[src/rtl/tinyflash_pkg.sv]
`timescale 1ns/1ps
`default_nettype none
// ============================================================================
// tinyflash_pkg : default sizes and thermometer-to-binary encoder  (Rev 1.0)
// ============================================================================
package tinyflash_pkg;

  localparam int N_BITS_DEF   = 3;
  localparam int AVG_LOG2_DEF = 2;
  localparam int DIV_W_DEF    = 8;

  // Widest comparator bank the encoder handles (N_BITS up to 8).
  localparam int MAX_T        = 255;

  // Index of the highest set bit plus one, or 0 when no bit is set.
  function automatic logic [7:0] therm_encode(input logic [MAX_T-1:0] t);
    logic [7:0] s;
    s = '0;
    for (int i = 0; i < MAX_T; i++) begin
      if (t[i]) s = 8'(i + 1);
    end
    return s;
  endfunction

endpackage

`default_nettype wire

[src/rtl/tinyflash_therm_enc.sv]
`timescale 1ns/1ps
`default_nettype none
// ============================================================================
// tinyflash_therm_enc : optional bubble fix (TINYFLASH_BUBBLE_FIX_EN) + encode
// Rev 1.0
// ============================================================================
module tinyflash_therm_enc
  import tinyflash_pkg::*;
#(
  parameter  int N_BITS = N_BITS_DEF,
  localparam int T      = (2**N_BITS) - 1
) (
  input  logic [T-1:0]      therm,
  output logic [N_BITS-1:0] s
);

  logic [T-1:0]     fixed;
  logic [MAX_T-1:0] padded;

`ifdef TINYFLASH_BUBBLE_FIX_EN
  // Bank extended with an implied always-on bit below and always-off bit above.
  logic [T+1:0] ext;
  assign ext = {1'b0, therm, 1'b1};

  for (genvar i = 0; i < T; i++) begin : g_bubble
    assign fixed[i] = (ext[i] & ext[i+1]) | (ext[i+1] & ext[i+2]) | (ext[i] & ext[i+2]);
  end
`else
  assign fixed = therm;
`endif

  always_comb begin
    padded        = '0;
    padded[T-1:0] = fixed;
  end

  assign s = N_BITS'(therm_encode(padded));

endmodule

`default_nettype wire

[src/rtl/tinyflash_sampler.sv]
`timescale 1ns/1ps
`default_nettype none
// ============================================================================
// tinyflash_sampler : flash-ADC back end - sync, rate divide, encode, average,
// valid/ready output with sticky overrun. Bubble fix: TINYFLASH_BUBBLE_FIX_EN.
// Rev 1.0
// ============================================================================
module tinyflash_sampler
  import tinyflash_pkg::*;
#(
  parameter  int N_BITS   = N_BITS_DEF,
  parameter  int AVG_LOG2 = AVG_LOG2_DEF,
  parameter  int DIV_W    = DIV_W_DEF,
  localparam int T        = (2**N_BITS) - 1
) (
  input  logic              clk,
  input  logic              rst_n,
  input  logic              ena,
  input  logic [DIV_W-1:0]  div,
  input  logic [T-1:0]      therm_in,
  output logic [N_BITS-1:0] code,
  output logic              code_valid,
  input  logic              code_ready,
  output logic              overrun,
  input  logic              clr_overrun
);

  localparam int ACC_W  = N_BITS + AVG_LOG2;
  localparam int SCNT_W = (AVG_LOG2 > 0) ? AVG_LOG2 : 1;
  localparam logic [SCNT_W-1:0] SCNT_LAST = SCNT_W'((2**AVG_LOG2) - 1);

  logic [T-1:0]      sync1;
  logic [T-1:0]      sync2;
  logic [DIV_W-1:0]  cnt;
  logic [SCNT_W-1:0] scnt;
  logic [ACC_W-1:0]  acc;
  logic [ACC_W-1:0]  acc_sum;
  logic [N_BITS-1:0] s;
  logic [N_BITS-1:0] result;
  logic              strobe;
  logic              last;
  logic              new_result;
  logic              load_ok;

  // Comparator bank is asynchronous; the synchroniser ignores ena.
  always_ff @(posedge clk or negedge rst_n) begin
    if (!rst_n) begin
      sync1 <= '0;
      sync2 <= '0;
    end else begin
      sync1 <= therm_in;
      sync2 <= sync1;
    end
  end

  tinyflash_therm_enc #(
    .N_BITS (N_BITS)
  ) u_enc (
    .therm (sync2),
    .s     (s)
  );

  // >= rather than == so a lowered div takes effect without wrapping.
  assign strobe     = ena && (cnt >= div);
  assign last       = (scnt == SCNT_LAST);
  assign new_result = strobe && last;
  assign acc_sum    = acc + ACC_W'(s);
  assign result     = acc_sum[ACC_W-1:AVG_LOG2];

  always_ff @(posedge clk or negedge rst_n) begin
    if (!rst_n) begin
      cnt  <= '0;
      scnt <= '0;
      acc  <= '0;
    end else if (ena) begin
      if (strobe) begin
        cnt <= '0;
        if (last) begin
          scnt <= '0;
          acc  <= '0;
        end else begin
          scnt <= scnt + SCNT_W'(1);
          acc  <= acc_sum;
        end
      end else begin
        cnt <= cnt + DIV_W'(1);
      end
    end
  end

  // code_ready reaches only this load enable, keeping outputs pure flops.
  assign load_ok = !code_valid || code_ready;

  always_ff @(posedge clk or negedge rst_n) begin
    if (!rst_n) begin
      code       <= '0;
      code_valid <= 1'b0;
      overrun    <= 1'b0;
    end else begin
      if (new_result && load_ok) begin
        code       <= result;
        code_valid <= 1'b1;
      end else if (code_valid && code_ready) begin
        code_valid <= 1'b0;
      end

      if (new_result && !load_ok) begin
        overrun <= 1'b1;
      end else if (clr_overrun) begin
        overrun <= 1'b0;
      end
    end
  end

endmodule

`default_nettype wire

[config.mk]
export PLATFORM = sky130hd
export DESIGN_NAME = tinyflash_sampler
export DESIGN_NICKNAME = d
export VERILOG_FILES = /design/src/rtl/tinyflash_pkg.sv /design/src/rtl/tinyflash_therm_enc.sv /design/src/rtl/tinyflash_sampler.sv
export SDC_FILE = /design/constraint.sdc
export NUM_CORES = 1
export LEC_CHECK = 0
export BUFFER_PORTS_ARGS = -buffer_cell sky130_fd_sc_hd__buf_4
export CORE_MARGIN = 3
export CORE_UTILIZATION = 30
export CTS_BUF_LIST = sky130_fd_sc_hd__clkbuf_2 sky130_fd_sc_hd__clkbuf_4 sky130_fd_sc_hd__clkbuf_8
export DETAILED_ROUTE_END_ITERATION = 10
export SLEW_MARGIN = 40
export SYNTH_ARGS = -nofsm -noshare
export SYNTH_HDL_FRONTEND = slang
export SYNTH_HIERARCHICAL = 1
export SYNTH_SLANG_ARGS = --single-unit
[constraint.sdc]
create_clock -name clk -period 2.94 [get_ports clk]
set_clock_uncertainty 0.2 [all_clocks]
set_input_delay 0.441 -clock clk [delete_from_list [all_inputs] [get_ports clk]]
set_output_delay 0.441 -clock clk [all_outputs]
set_load 0.005 [all_outputs]
==> metrics.txt <==
status=complete, no violations; DRC violations left=0; ranking of synthesized cells by area=dfrtp_1, ha_1, mux2_2; Clock Latency Late Sink=0.28 ns; DRT Pass-1 Iters=4; dpl cell area=0.001918 sq mm; share of cells above drive strength 1=around a quarter; cells along the critical path=inv_1 > ha_1 > nand2b_4 > a2111oi_4 > o41ai_4 > buf_4 > nand2_4 > mux2_2; Max-slew headroom=between 70 and 80%; distinct cell type count after synthesis=36; Syn Area/Cell=roughly 11 sq um; maximum buffer depth of the clock tree=2; routability-driven placement congestion ratio=0.7702; CTS Sinks=34; die area=around 0.0065 sq mm; Critical Path Sink Type=flip-flop; critical path type=reg2reg; Initial Util=between 30% and 40%; Slowest cell on crit path=dfrtp_1; H-tree depth reported by CTS=2; CTS root buffer=clkbuf_8; first-pass GRT wire length=roughly 4600 um; post-synthesis sequential area ratio=about half; max-slew violations=0; leakage power=about 1.0 nW; crit-path max cell delay=slightly above 0.4 ns; FF/Latch Area=~850 sq um; ys async rst share=100.0%; Top FF cell, synth=dfrtp_1; FF+latch count, synth=34; share of the synthesized area in the top cell type=between 50% and 60%; Num CTS Buffers=5; period utilization=83.67%; Min-Delay Path Class=in2reg; WL per Instance=between 10 and 15 um; startpoint types=flip-flop; # IOs=25; syn nets=181; final net count=between 200 and 250; most numerous cell in the Yosys netlist=dfrtp_1; setup TNS=0 ns; Data required, critical path=about 2.9 ns; Power Total=1.726 mW; initial antenna violation count=0; Post-Syn Instances=~150; core footprint=0.005238 sq mm; CTS tree=built; Worst Path Max Fanout=9; MaxCap Viol Count=0; final non-filler cell total=~250; ANT cells=0; Post-DP HPWL=1944 um; post-CTS sizing=0; ANT nets after route=0; PwrDens=between 800 and 900 mW/mm^2; Area Growth Syn to Fin=23.84%; synthesized area=around 0.0017 sq mm; Routed WL=approximately 2700 um; unrepaired setup endpoints after global routing=no; dpl cells=roughly 240; EDFF count, synth=0; fmax=about 410 MHz; area leader, netlist=dfrtp_1; Min Hold Slack=a little under 0.06 ns; Overall Global Routing Usage=under 10%; Avg Vias per Cell=4.267; Syn. warnings=6; Synth top cells by count=dfrtp_1, inv_1, ha_1, a21oi_1; Fillers=just over 500; Worst-path clk slew=about 0.070 ns; largest net degree at the start of global routing=35; DRT iter0 DRCs=33; Placement Rows=26; post-CTS setup buffers=0; post-layout instance area=between 0.002 and 0.0025 sq mm; Congestion Overflow GR=0; Worst VDD drop=0.3307 mV; measured slew at the worst slew-check pin=around 0.42 ns; multi-input logic area=724.4 sq um; Die Y=80.70 um; hold_buf cts=1; Port Buffers=24; WP data arrival=~2.4 ns; vias in the first global route=between 900 and 1000; Hold Vio Cnt, Final=0; DR vias=between 1000 and 1500; die width=~80 um; Final setup viols=0; Final Critical Period=2.460 ns
## cells in the final DEF, fill, tap and decap left out, types with 2 or more instances in the layout
cell / count
ha_1: 13
o21ai_0: 4
xor2_1: 4
o21a_1: 2
mux2_2: 7
inv_1: 19
nor2_1: 8
nand2b_1: 2
nor3b_1: 2
nand3_1: 4
nand2_1: 8
o22ai_1: 4
mux2i_1: 3
bufinv_16: 2
clkbuf_8: 5
a21o_1: 2
nor2b_1: 2
buf_4: 25
a21oi_1: 9
dfrtp_1: 34
## layer usage
layer	vias up	global-route usage [%]	part of all wire (%)
met5	-	0	0
met4	0	5.574	2.5
met3	5	3.700	6.2
met2	18	12.33	41
met1	474	13.06	50
li1	557	-	-
## worst paths after layout
check	from	endpoint	slack, ns	depth (start not counted)
setup / recovery	cnt[0]$_DFFE_PN0P_	acc[3]$_DFFE_PN0P_	0.48	8
hold / removal	therm_in[1]	sync1[1]$_DFF_PN0_	0.06	1
setup reg to reg	cnt[0]$_DFFE_PN0P_	acc[3]$_DFFE_PN0P_	0.48	8
hold reg to reg	sync1[2]$_DFF_PN0_	sync2[2]$_DFF_PN0_	0.15	0
max in group asynchronous	rst_n	code_valid$_DFFE_PN0P_	1.80	2
min in group asynchronous	rst_n	code[1]$_DFFE_PN0P_	0.44	2
## worst max-delay path, delay by kind of cell (launching register included)
kind,cells,cell delay (ns)
muxes,1,0.34
buffers and inverters,2,0.29
adders and majority gates,1,0.28
DFF,1,0.41
and+or+nand+nor,2,0.28
AOI/OAI and AO/OA,2,0.55
## through the flow
stage	utilization [%]	setup WS [ns]
floorplan	-	0.7199
global placement	36.62	0.3713
detailed placement	36.62	0.3344
CTS	39.44	0.3949
global route	39.58	0.3230
finish	39.58	0.4802
## kinds of logic after synthesis
group	count (synthesis)	share of synthesized area, %
buf+inv	24	5.904
mux	10	6.503
flops	34	50.82
compound gates	26	11.73
simple gates	34	11.51
xor+xnor	5	2.616
fa+ha+maj	14	10.91
## area by class of cell
class / instances / area share (%)
clock buffers: 5 / 3.319
clock inverters: 3 / 3.319
inverters: 20 / 3.621
multi-input cells: 89 / 34.94
flip-flops and latches: 34 / 41.04
well taps: 70 / 4.224
repair buffers: 26 / 9.535
## state kept, by name, summed over array words and instances (netlist names)
signal	flops
acc	5
code_valid	1
scnt	2
sync2	7
code	3
overrun	1
sync1	7
cnt	8
## where the power goes
group          leakage, nW  switching [mW]  internal, mW
Clock               0.0683           0.171         0.340
Sequential           0.408          0.0917         0.581
Combinational        0.564           0.261         0.281
Note: power is estimated with default switching activity, not from simulation.
